`src/rtl/vga_timing_generator.sv`:
```
// VGA raster timing: free-running h/v counters with frame-boundary shadowed configuration,
// combinational fetch outputs and a registered (one cycle later) display/sync stage.
module vga_timing_generator #(
  parameter int unsigned H_VISIBLE   = 100,
  parameter int unsigned H_FRONT     = 5,
  parameter int unsigned H_SYNC      = 16,
  parameter int unsigned H_BACK      = 11,
  parameter int unsigned V_VISIBLE   = 600,
  parameter int unsigned V_FRONT     = 1,
  parameter int unsigned V_SYNC      = 4,
  parameter int unsigned V_BACK      = 23,
  parameter bit          SYNC_ACTIVE = 1'b0
) (
  input  logic        clk,
  input  logic        rst,
  input  logic        enable,
  input  logic [10:0] cfg_h_visible,
  input  logic [10:0] cfg_h_front,
  input  logic [10:0] cfg_h_sync,
  input  logic [10:0] cfg_h_back,
  input  logic [9:0]  cfg_v_visible,
  input  logic [9:0]  cfg_v_front,
  input  logic [9:0]  cfg_v_sync,
  input  logic [9:0]  cfg_v_back,
  output logic        fetch_valid,
  output logic [10:0] fetch_x,
  output logic [9:0]  fetch_y,
  output logic        hsync,
  output logic        vsync,
  output logic        active,
  output logic [10:0] pixel_x,
  output logic [9:0]  pixel_y,
  output logic        line_start,
  output logic        frame_start
);

  // Shadowed configuration
  logic [10:0] h_vis_q, h_vis_d, h_front_q, h_front_d, h_sync_q, h_sync_d, h_back_q, h_back_d;
  logic [9:0]  v_vis_q, v_vis_d, v_front_q, v_front_d, v_sync_q, v_sync_d, v_back_q, v_back_d;

  // Raster counters, wide enough for the full 12-bit / 11-bit totals
  logic [11:0] h_count_q, h_count_d;
  logic [10:0] v_count_q, v_count_d;

  // Registered output stage
  logic        hsync_q, hsync_d, vsync_q, vsync_d;
  logic        active_q, active_d, line_start_q, line_start_d, frame_start_q, frame_start_d;
  logic [10:0] pixel_x_q, pixel_x_d;
  logic [9:0]  pixel_y_q, pixel_y_d;

  logic [11:0] h_total, h_sync_start, h_sync_end;
  logic [10:0] v_total, v_sync_start, v_sync_end;
  logic        h_wrap, v_wrap, frame_wrap, load_cfg;
  logic        h_in_vis, v_in_vis, h_in_sync, v_in_sync;

  always_comb begin
    h_total      = {1'b0, h_vis_q} + {1'b0, h_front_q} + {1'b0, h_sync_q} + {1'b0, h_back_q};
    v_total      = {1'b0, v_vis_q} + {1'b0, v_front_q} + {1'b0, v_sync_q} + {1'b0, v_back_q};
    h_sync_start = {1'b0, h_vis_q} + {1'b0, h_front_q};
    h_sync_end   = h_sync_start + {1'b0, h_sync_q};
    v_sync_start = {1'b0, v_vis_q} + {1'b0, v_front_q};
    v_sync_end   = v_sync_start + {1'b0, v_sync_q};

    // A zero total wraps every cycle rather than running off to the counter limit
    h_wrap     = ({1'b0, h_count_q} + 13'd1) >= {1'b0, h_total};
    v_wrap     = ({1'b0, v_count_q} + 12'd1) >= {1'b0, v_total};
    frame_wrap = enable && h_wrap && v_wrap;
    load_cfg   = !enable || frame_wrap;

    h_in_vis  = h_count_q < {1'b0, h_vis_q};
    v_in_vis  = v_count_q < {1'b0, v_vis_q};
    h_in_sync = (h_count_q >= h_sync_start) && (h_count_q < h_sync_end);
    v_in_sync = (v_count_q >= v_sync_start) && (v_count_q < v_sync_end);
  end

  always_comb begin
    h_vis_d   = h_vis_q;
    h_front_d = h_front_q;
    h_sync_d  = h_sync_q;
    h_back_d  = h_back_q;
    v_vis_d   = v_vis_q;
    v_front_d = v_front_q;
    v_sync_d  = v_sync_q;
    v_back_d  = v_back_q;
    if (load_cfg) begin
      h_vis_d   = cfg_h_visible;
      h_front_d = cfg_h_front;
      h_sync_d  = cfg_h_sync;
      h_back_d  = cfg_h_back;
      v_vis_d   = cfg_v_visible;
      v_front_d = cfg_v_front;
      v_sync_d  = cfg_v_sync;
      v_back_d  = cfg_v_back;
    end
  end

  always_comb begin
    h_count_d = h_count_q + 12'd1;
    v_count_d = v_count_q;
    if (!enable) begin
      h_count_d = '0;
      v_count_d = '0;
    end else if (h_wrap) begin
      h_count_d = '0;
      v_count_d = v_wrap ? 11'd0 : v_count_q + 11'd1;
    end
  end

  always_comb begin
    hsync_d       = ~SYNC_ACTIVE;
    vsync_d       = ~SYNC_ACTIVE;
    active_d      = 1'b0;
    line_start_d  = 1'b0;
    frame_start_d = 1'b0;
    pixel_x_d     = pixel_x_q;
    pixel_y_d     = pixel_y_q;
    if (enable) begin
      hsync_d       = h_in_sync ? SYNC_ACTIVE : ~SYNC_ACTIVE;
      vsync_d       = v_in_sync ? SYNC_ACTIVE : ~SYNC_ACTIVE;
      active_d      = h_in_vis && v_in_vis;
      line_start_d  = (h_count_q == 12'd0);
      frame_start_d = (h_count_q == 12'd0) && (v_count_q == 11'd0);
      if (h_in_vis && v_in_vis) begin
        pixel_x_d = h_count_q[10:0];
        pixel_y_d = v_count_q[9:0];
      end
    end
  end

  always_ff @(posedge clk) begin
    if (rst) begin
      h_vis_q       <= 11'(H_VISIBLE);
      h_front_q     <= 11'(H_FRONT);
      h_sync_q      <= 11'(H_SYNC);
      h_back_q      <= 11'(H_BACK);
      v_vis_q       <= 10'(V_VISIBLE);
      v_front_q     <= 10'(V_FRONT);
      v_sync_q      <= 10'(V_SYNC);
      v_back_q      <= 10'(V_BACK);
      h_count_q     <= '0;
      v_count_q     <= '0;
      hsync_q       <= ~SYNC_ACTIVE;
      vsync_q       <= ~SYNC_ACTIVE;
      active_q      <= 1'b0;
      line_start_q  <= 1'b0;
      frame_start_q <= 1'b0;
      pixel_x_q     <= '0;
      pixel_y_q     <= '0;
    end else begin
      h_vis_q       <= h_vis_d;
      h_front_q     <= h_front_d;
      h_sync_q      <= h_sync_d;
      h_back_q      <= h_back_d;
      v_vis_q       <= v_vis_d;
      v_front_q     <= v_front_d;
      v_sync_q      <= v_sync_d;
      v_back_q      <= v_back_d;
      h_count_q     <= h_count_d;
      v_count_q     <= v_count_d;
      hsync_q       <= hsync_d;
      vsync_q       <= vsync_d;
      active_q      <= active_d;
      line_start_q  <= line_start_d;
      frame_start_q <= frame_start_d;
      pixel_x_q     <= pixel_x_d;
      pixel_y_q     <= pixel_y_d;
    end
  end

  // Fetch runs one cycle ahead of the registered stage to cover the framebuffer read
  assign fetch_valid = enable && !rst && h_in_vis && v_in_vis;
  assign fetch_x     = h_count_q[10:0];
  assign fetch_y     = v_count_q[9:0];

  assign hsync       = hsync_q;
  assign vsync       = vsync_q;
  assign active      = active_q;
  assign pixel_x     = pixel_x_q;
  assign pixel_y     = pixel_y_q;
  assign line_start  = line_start_q;
  assign frame_start = frame_start_q;

endmodule

```
`config.mk`:
```
export PLATFORM = sky130hd
export DESIGN_NAME = vga_timing_generator
export DESIGN_NICKNAME = d
export VERILOG_FILES = /design/src/rtl/vga_timing_generator.sv
export SDC_FILE = /design/constraint.sdc
export NUM_CORES = 1
export LEC_CHECK = 0
export ABC_AREA = 0
export BUFFER_PORTS_ARGS = -buffer_cell sky130_fd_sc_hd__buf_4
export CORE_UTILIZATION = 60
export DETAILED_ROUTE_END_ITERATION = 16
export GPL_ROUTABILITY_DRIVEN = 0
export PLACE_DENSITY = 0.82
export SLEW_MARGIN = 20
export SYNTH_ARGS = -nofsm -noshare
export SYNTH_HDL_FRONTEND = slang
export SYNTH_SLANG_ARGS = --single-unit
```
`constraint.sdc`:
```
create_clock -name clk -period 7.7 [get_ports clk]
set_input_delay 0.385 -clock clk [delete_from_list [all_inputs] [get_ports clk]]
set_output_delay 0.385 -clock clk [all_outputs]
set_load 0.1 [all_outputs]
```
==> impl_metrics.csv, run 1 <==
group,metric,value,unit
synthesis,syn_nets,1507,
clock_network,cts_root_buf,"clkbuf_16",
synthesis,yosysSeqAreaShare,24.5,%
synthesis,synth.most_common_cell,"nand2b_1",
clock_network,clock-sinks,133,
setup_path,cp.required,8060,ps
global_route,grt_max_degree,130,
clock_network,clock_latency,430,ps
clock_network,cts_resized,0,
global_route,grt_pass1_vias,8843,
synthesis,synth_top_cells_by_area,"dfxtp_1 (24%), ha_1 (18%), nand2b_1 (11%), mux2i_1 (9.8%), xnor2_1 (3.5%)",
setup_path,cp_slowest_cell,"o21a_4",
outcome,outcome,"completed",
routing,wl_per_cell,16.6,um
placement,place.detailed.hpwl,19.5,mm
global_route,grt_first_pass_wirelength,42.5,mm
clock_network,postCtsSetupRepairBufs,0,
synthesis,yosys-top-cells-count,"nand2b_1 (187), ha_1 (156), dfxtp_1 (133)",
sta,clock_skew,8.74,ps
routing,vias_per_cell,5.75,
synthesis,ys_seq_elements,133,
sta,maxSlewViolCount,0,
clock_network,hold_buffers,0,
sta,setup-violations-final,0,
routing,first_pass_iters,5,
pwr,peakVddDrop,0.159,mV
setup_path,critPathBufInv,3,
synthesis,syn_area,10900,um^2
global_route,antenna_found_initial,0,
synthesis,yosys_warnings,0,
cells_and_area,nFillCells,1352,
routing,wl,26.3,mm
die,ioPinCount,135,
die,chipWidth,137,um
sta,hold_ws,203,ps
setup_path,crit_type,"reg2reg",
sta,period_needed,6830,ps
routing,ant_nets,0,
clock_network,cts_tree,"built",
setup_path,crit_top_cell,"ha_1",
sta,slew_headroom,32.6,%
synthesis,async_flop_share,0,%
clock_network,clockBufferDepth,2,
synthesis,ys.flop_type,"dfxtp_1",
global_route,grt-ovfl-total,0,
die,start_util,62.3,%
synthesis,synth_top_area_cell,"dfxtp_1",
cells_and_area,syn2layout_area_growth,13.9,%
setup_path,max_stage_delay,710,ps
synthesis,synth_cell_types,58,
sta,setup-tns-final,0,ps
synthesis,synth.top_cell.area_share,24.5,%
sta,fmax,146,MHz
synthesis,synthCells,1258,
routing,drc,0,
die,fp.dieH,137,um
min_path,min_path_type,"in2reg",
routing,drt_iter0_markers,616,
global_route,grtUsageTotal,29.0,%
clock_network,path_clk_slew,70,ps
cells_and_area,final_layout_size_suffix_gt1_share,13.8,%
placement,port-buffer-count,134,
synthesis,synth_edf_count,0,
pwr,p_leak,6.04,nW
setup_path,path_delay_family,"compound AO/OA/AOI/OAI gates",
pwr,powerDensity,211,nW/um^2
cells_and_area,regArea,2660,um^2
die,rows,48,
die,die_area,18700,um^2
job,maxCapViolations,0,
setup_path,crit_path_end_kind,"register",
clock_network,cts_buffers,17,
setup_path,crit_path_start_kind,"register",
setup_path,cp_data_arrival_time,7190,ps
synthesis,synth.avg_cell_area,8.65,um^2
routing,route.vias.total,9111,
cells_and_area,multiInputGateArea,7500,um^2
setup_path,cp_max_fo,41,
sta,period_share,88.7,%
die,coreArea,17500,um^2
clock_network,htree_levels,4,
sta,worst_pin_slew,1010,ps
sta,rsz0062_at_grt,"no",
cells_and_area,n_antenna_cell,0,
cells_and_area,finalNetCount,1596,
sta,hold_violations,0,
## registers in the layout, summed over array words and instances (netlist names), 10 cells and up
name and cells:
h_sync_q 11, v_vis_q 10, v_front_q 10, v_sync_q 10, h_vis_q 11, v_count_q 11
h_front_q 11, v_back_q 10, h_count_q 12, pixel_x 11, h_back_q 11, pixel_y 10
## logic make-up (layout without fill, tap and decap cells)
group / Yosys count / in the layout / share of synthesized area (%)
AND/OR/NAND/NOR: 433 / 433 / 21.7
AO/OA/AOI/OAI: 205 / 205 / 12.1
adder cells (fa/ha/maj): 162 / 162 / 19.0
buffers and inverters: 143 / 245 / 6.75
flip-flops: 133 / 133 / 24.5
multiplexers: 107 / 107 / 9.84
XOR/XNOR: 75 / 75 / 6.04
## routing by layer
layer  wire [um]  vias to the layer above  global-route usage, %
li1            -                     4546                      -
met1       11900                     4234                   37.3
met2       12100                      277                   47.7
met3        1600                       54                   5.41
met4         595                        0                   11.5
met5           0                        -                      0
## area by class of cell
| cell class | count | area share (%) |
|---|---|---|
| clock buffers | 17 | 3.43 |
| clock inverters | 15 | 1.45 |
| flip-flops and latches | 133 | 21.5 |
| repair buffers | 139 | 8.62 |
| inverters | 74 | 2.24 |
| multi-input cells | 982 | 60.5 |
| well taps | 225 | 2.27 |
## per-stage QoR
stage	instances	total power, W	cell area, um^2	worst slack, ps	utilization, %
2_1_floorplan	1258	0.00153	10900	2240	-
3_3_place_gp	1553	0.00171	11800	1340	67.4
3_5_place_dp	1553	0.00175	11800	1170	67.4
4_1_cts	1585	0.00261	12400	978	70.9
5_1_grt	1585	0.00277	12400	437	70.9
6_report	1585	0.00261	12400	868	70.9
## layout by cell type (no fill, tap or decap), drive strengths merged, types with 3 or more instances in the layout
cell type	synthesis	final
a31o	4	4
o2111ai	3	3
or2	6	6
inv	74	84
a21oi	61	61
xor2	32	32
nand2b	187	187
nor3	17	17
a31oi	3	3
or4	3	3
nand3	28	28
nor4	3	3
ha	156	156
and3	19	19
xnor2	43	43
nand4	13	13
fa	6	6
dfxtp	133	133
o21ai	43	43
mux2i	107	107
o211ai	12	12
nand2	53	53
o21a	9	9
clkbuf	34	17
a21boi	3	3
nor2	72	72
a2111oi	5	5
nor2b	12	12
a211oi	9	9
a21o	25	25
or3	10	10
o31ai	5	5
o22ai	7	7
buf	35	139
## power breakdown
part | internal (W) | leakage [nW] | switching (W)
Sequential | 0.000718 | 1.09 | 0.0000270
Clock | 0.000492 | 0.296 | 0.000360
Combinational | 0.000445 | 4.65 | 0.000571
## path summary, 6_finish.rpt
kind | startpoint | cells past startpoint | slack [ps] | endpoint
setup / recovery | h_vis_q[0]$_SDFFE_PP0P_ | 30 | 870 | h_vis_q[1]$_SDFFE_PP0P_
hold reg to reg | pixel_x[2]$_SDFFE_PP0P_ | 2 | 480 | pixel_x[2]$_SDFFE_PP0P_
hold / removal | cfg_h_sync[4] | 3 | 200 | h_sync_q[4]$_SDFFE_PP1P_
setup reg to reg | h_vis_q[0]$_SDFFE_PP0P_ | 30 | 870 | h_vis_q[1]$_SDFFE_PP0P_
## tightest hold or removal path, stage by stage
cell and delay, ps:
buf_4 80, nor2_1 30, mux2i_1 100
Power figures use the tool's default switching activity.
==> run 2: changes to the inputs <==
--- a/config.mk
+++ b/config.mk
@@ -7,6 +7,7 @@
 export LEC_CHECK = 0
 export ABC_AREA = 0
 export BUFFER_PORTS_ARGS = -buffer_cell sky130_fd_sc_hd__buf_4
+export CORE_ASPECT_RATIO = 0.7
 export CORE_UTILIZATION = 60
 export DETAILED_ROUTE_END_ITERATION = 16
 export GPL_ROUTABILITY_DRIVEN = 0
==> impl_metrics.csv, run 2 (synthesis gave the netlist of run 1 again) <==
group,metric,value,unit
setup_path,cp.required,8050,ps
sta,worst_pin_slew,1040,ps
pwr,p_int,0.00170,W
setup_path,cp_max_fo,67,
placement,port-buffer-count,134,
die,start_util,62.3,%
min_path,min_path_cells,3,
routing,top_layer_used,"met4",
cells_and_area,final_common_cell,"nand2b_1",
setup_path,crit_top_cell,"ha_1",
clock_network,cts_tree,"built",
global_route,grt_pass1_vias,8613,
cells_and_area,final_layout_size_suffix_gt1_share,13.8,%
pwr,p_comb_share,38.4,%
sta,slew_headroom,30.7,%
sta,fmax,157,MHz
cells_and_area,regMostFlops,"h_count_q",
pwr,clkPwrFrac,33.1,%
clock_network,htree_levels,4,
clock_network,cts_root_buf,"clkbuf_16",
cells_and_area,syn2layout_area_growth,14.0,%
routing,met3_length,2.07,mm
cells_and_area,finalNetCount,1596,
setup_path,critPathBufInv,2,
sta,period_needed,6380,ps
pwr,peakVddDrop,0.123,mV
die,ioPinCount,135,
placement,place_area,11800,um^2
global_route,antenna_found_initial,1,
pwr,switching_power,0.000917,W
setup_path,cp.depth,27,
routing,wl_per_cell,16.4,um
pwr,seqPwrFrac,28.5,%
die,chipWidth,163,um
setup_path,crit_type,"reg2reg",
cells_and_area,final_cell_mix,"nand2b_1 (187), ha_1 (156), buf_4 (138), dfxtp_1 (133), mux2i_1 (107)",
min_path,min_path_type,"in2reg",
sta,clock_skew,11.1,ps
setup_path,r2r_cells,27,
setup_path,crit_path_start_kind,"register",
clock_network,cts_buffers,17,
sta,period_share,82.9,%
die,fp.dieH,115,um
clock_network,cts_resized,0,
clock_network,clockBufferDepth,2,
job,maxCapViolations,0,
cells_and_area,largest_reg_flops,12,
pwr,powerDensity,211,nW/um^2
setup_path,cp_data_arrival_time,6730,ps
clock_network,postCtsSetupRepairBufs,0,
routing,wl,26.1,mm
cells_and_area,n_antenna_cell,0,
clock_network,clock-sinks,133,
sta,setup-violations-final,0,
routing,vias_per_cell,5.72,
routing,ant_nets,0,
global_route,grt_first_pass_wirelength,42.2,mm
sta,hold_violations,0,
pwr,sw_frac_of_total,35.1,%
routing,route.vias.total,9095,
setup_path,crit_path_end_kind,"register",
die,coreArea,17500,um^2
die,die_area,18700,um^2
sta,rsz0062_at_grt,"no",
pwr,p_leak,6.04,nW
cells_and_area,stdcell_area,12400,um^2
routing,wl_met2,10.8,mm
global_route,grt_max_degree,145,
setup_path,max_stage_delay,430,ps
setup_path,path_delay_family,"compound AO/OA/AOI/OAI gates",
routing,met1Wirelength,12.9,mm
routing,drc,0,
outcome,outcome,"completed",
placement,place.detailed.hpwl,19.6,mm
sta,setup-tns-final,0,ps
routing,first_pass_iters,7,
global_route,grtUsageTotal,28.7,%
global_route,grt-ovfl-total,0,
clock_network,path_clk_slew,60,ps
die,rows,40,
setup_path,cp_slowest_cell,"buf_12",
routing,drt_iter0_markers,526,
clock_network,clock_latency,440,ps
clock_network,hold_buffers,0,
sta,maxSlewViolCount,0,
[run 2: layer usage]
| layer | GRT usage, % | vias up |
|---|---|---|
| met4 | 8.16 | 0 |
| li1 | - | 4555 |
| met1 | 40.8 | 4194 |
| met3 | 6.05 | 35 |
| met2 | 43.6 | 311 |
| met5 | 0 | - |
[run 2: worst reg2reg max path: stages (launching register included)]
cell      delay (ps)
dfxtp_1          360
ha_1             210
inv_1             70
fa_1             400
nor2b_1          120
o21ai_0          120
a21o_1           210
a31oi_1          250
mux2i_1          140
a2111o_1         410
ha_1             360
nor2_1           180
nand3b_1          80
and3_1           180
and3_1           180
ha_1             360
nand4_1          130
o41ai_1           80
a211oi_1         180
nand3_1          100
ha_1             290
a21oi_1          130
nor2b_1           60
a311oi_1         290
and3_1           250
o21a_4           370
buf_12           450
mux2i_1          360
[run 2: power groups by stage]
stage / Combinational (W) / Clock (W) / Sequential (W)
after floorplan: 0.000768 / 0 / 0.000759
after global placement: 0.000945 / 0 / 0.000759
after detailed placement: 0.000981 / 0 / 0.000760
after CTS: 0.000996 / 0.000870 / 0.000745
after global routing: 0.00112 / 0.000899 / 0.000749
final: 0.00100 / 0.000865 / 0.000746
[run 2: metrics by stage]
stage	instances	total power, W	utilization, %	setup slack [ps]	hold slack (ps)
finish	1591	0.00262	71.0	1320	201
CTS	1591	0.00261	71.0	1360	197
detailed placement	1559	0.00174	67.5	1450	472
global placement	1559	0.00170	67.5	1620	459
floorplan	1258	0.00153	-	2240	456
global route	1591	0.00277	71.0	941	208
[run 2: final timing paths]
path / to / start / slack [ps]
worst max-delay path: v_vis_q[5]$_SDFFE_PP0P_ / h_vis_q[0]$_SDFFE_PP0P_ / 1320
worst min-delay path: h_sync_q[4]$_SDFFE_PP1P_ / cfg_h_sync[4] / 200
worst max register to register: v_vis_q[5]$_SDFFE_PP0P_ / h_vis_q[0]$_SDFFE_PP0P_ / 1320
worst min register to register: pixel_y[3]$_SDFFE_PP0P_ / pixel_y[3]$_SDFFE_PP0P_ / 480
[run 2: layout make-up]
| class | instances | area, um^2 |
|---|---|---|
| flip-flops and latches | 133 | 2660 |
| multi-input cells | 982 | 7500 |
| fillers | 1355 | 5060 |
| clock buffers | 21 | 470 |
| clock inverters | 11 | 150 |
| inverters | 74 | 278 |
| well taps | 231 | 289 |
| repair buffers | 139 | 1060 |
==> run 3: changes to the inputs <==
==> constraint.sdc (replaced) <==
create_clock -name clk -period 6.7 [get_ports clk]
set_input_delay 0.335 -clock clk [delete_from_list [all_inputs] [get_ports clk]]
set_output_delay 0.335 -clock clk [all_outputs]
set_load 0.1 [all_outputs]
==> impl_metrics.csv, run 3 (synthesis gave the netlist of run 1 again) <==
group,metric,value,unit
clock_network,clock-sinks,133,
min_path,min_path_type,"in2reg",
clock_network,clockBufferDepth,2,
sta,maxSlewViolCount,0,
sta,rsz0062_at_grt,"no",
outcome,outcome,"completed",
die,start_util,62.3,%
cells_and_area,final_cell_mix,"nand2b_1 (187), ha_1 (156), buf_4 (144), dfxtp_1 (133), mux2i_1 (107)",
routing,first_pass_iters,5,
sta,worst_pin_slew,1050,ps
cells_and_area,final_common_cell,"nand2b_1",
pwr,switching_power,0.00107,W
placement,dpl.cell_count,1562,
pwr,powerDensity,243,nW/um^2
setup_path,cp.required,7050,ps
pwr,peakVddDrop,0.138,mV
cells_and_area,regMostFlops,"h_count_q",
sta,clock_skew,9.78,ps
routing,ant_nets,0,
clock_network,htree_levels,4,
sta,fmax,160,MHz
sta,setup-violations-final,0,
die,fp.dieH,115,um
global_route,grtUsageTotal,29.6,%
setup_path,crit_path_start_kind,"register",
routing,drc,0,
routing,wl_per_cell,16.9,um
routing,wl,27.0,mm
sta,slew_headroom,29.7,%
placement,place.detailed.hpwl,20.1,mm
routing,drt_iter0_markers,717,
cells_and_area,layout.cells.non_filler,1599,
setup_path,crit_path_end_kind,"register",
global_route,grt_first_pass_wirelength,43.5,mm
global_route,antenna_found_initial,0,
job,maxCapViolations,0,
sta,period_share,93.5,%
clock_network,path_clk_slew,60,ps
sta,hold_violations,0,
sta,period_needed,6270,ps
clock_network,cts_resized,0,
clock_network,clock_latency,440,ps
cells_and_area,syn2layout_area_growth,14.8,%
die,chipWidth,163,um
sta,setup-tns-final,0,ps
clock_network,cts_tree,"built",
pwr,p_leak,6.08,nW
setup_path,cp_data_arrival_time,6620,ps
routing,route.vias.total,9259,
die,ioPinCount,135,
pwr,clkPwrFrac,33.0,%
cells_and_area,n_antenna_cell,0,
global_route,grt_pass1_vias,8850,
pwr,p_comb_share,38.7,%
die,coreArea,17500,um^2
global_route,grt_max_degree,119,
pwr,sw_frac_of_total,35.2,%
die,die_area,18700,um^2
cells_and_area,finalNetCount,1605,
cells_and_area,multiInputGateArea,7510,um^2
clock_network,cts_root_buf,"clkbuf_16",
clock_network,cts_buffers,17,
cells_and_area,nFillCells,1366,
cells_and_area,largest_reg_flops,12,
die,rows,40,
pwr,p_int,0.00196,W
placement,port-buffer-count,134,
cells_and_area,regArea,2660,um^2
cells_and_area,final_layout_size_suffix_gt1_share,14.2,%
setup_path,cp_max_fo,28,
routing,vias_per_cell,5.79,
setup_path,crit_type,"reg2reg",
global_route,grt-ovfl-total,0,
pwr,seqPwrFrac,28.3,%
==> run 3: cell types whose count changed in the layout (fill, tap and decap cells not counted), sizes merged <==
cell	previous run	this run
buf	139	147
clkinv	6	3
clkbuf	21	19
inv	74	76
bufinv	3	4
clkinvlp	2	3
o21a	9	10
==> run 3: power by group through the flow <==
stage | registers, W | clock network (W) | logic [W]
final | 0.000858 | 0.00100 | 0.00117
after global routing | 0.000861 | 0.00104 | 0.00131
after CTS | 0.000857 | 0.00101 | 0.00115
after detailed placement | 0.000874 | 0 | 0.00113
after global placement | 0.000873 | 0 | 0.00109
after floorplan | 0.000872 | 0 | 0.000883
==> run 3: what timing repair did <==
action                     CTS  global route
setup endpoints to repair    0             9
hold buffers                 0             0
buffers inserted             0             5
==> run 3: layout make-up <==
class	instances	share of cell area, %
multi-input combinational	983	60.1
sequential	133	21.3
timing repair buffer	147	9.14
clock buffer	19	3.47
tap	231	2.31
inverter	74	2.22
clock inverter	12	1.43
==> run 3: worst max-delay path, stage by stage, from the launching register on <==
cell,delay [ps]
dfxtp_1,360
ha_1,210
inv_1,70
fa_1,390
nor2b_1,130
o21ai_0,130
a21o_1,210
a31oi_1,260
mux2i_1,140
a2111o_1,420
ha_1,370
nor2_1,170
nand3b_1,90
and3_1,190
and3_1,200
ha_1,360
nand4_1,120
o41ai_1,70
a211oi_1,210
nand3_1,130
ha_1,310
a21oi_1,140
nor2b_1,60
a311oi_1,290
and3_1,350
o21a_4,290
buf_12,250
mux2i_1,240
==> run 3: stage by stage <==
| stage | cell area (um^2) | setup WS, ps | util, % | hold slack (ps) | power (W) |
|---|---|---|---|---|---|
| after global placement | 11800 | 748 | 67.7 | 458 | 0.00196 |
| after CTS | 12400 | 365 | 71.2 | 148 | 0.00302 |
| after global routing | 12500 | 68.1 | 71.5 | 163 | 0.00321 |
| final | 12500 | 432 | 71.5 | 147 | 0.00303 |
| after detailed placement | 11800 | 551 | 67.7 | 463 | 0.00201 |
| after floorplan | 10900 | 1240 | - | 456 | 0.00176 |
==> run 3: path summary, 6_finish.rpt <==
| check | to | slack (ps) | depth (start not counted) | start |
|---|---|---|---|---|
| max | v_front_q[2]$_SDFFE_PP0P_ | 430 | 27 | h_vis_q[0]$_SDFFE_PP0P_ |
| min | h_sync_q[4]$_SDFFE_PP1P_ | 150 | 3 | cfg_h_sync[4] |
| max reg2reg | v_front_q[2]$_SDFFE_PP0P_ | 430 | 27 | h_vis_q[0]$_SDFFE_PP0P_ |
| min reg2reg | pixel_y[5]$_SDFFE_PP0P_ | 470 | 2 | pixel_y[5]$_SDFFE_PP0P_ |
==> run 3: layer usage <==
layer | part of all wire (%) | track usage [%]
met1 | 47 | 41.4
met2 | 42 | 46.3
met3 | 9.3 | 5.69
met4 | 1.6 | 7.85
met5 | 0 | 0
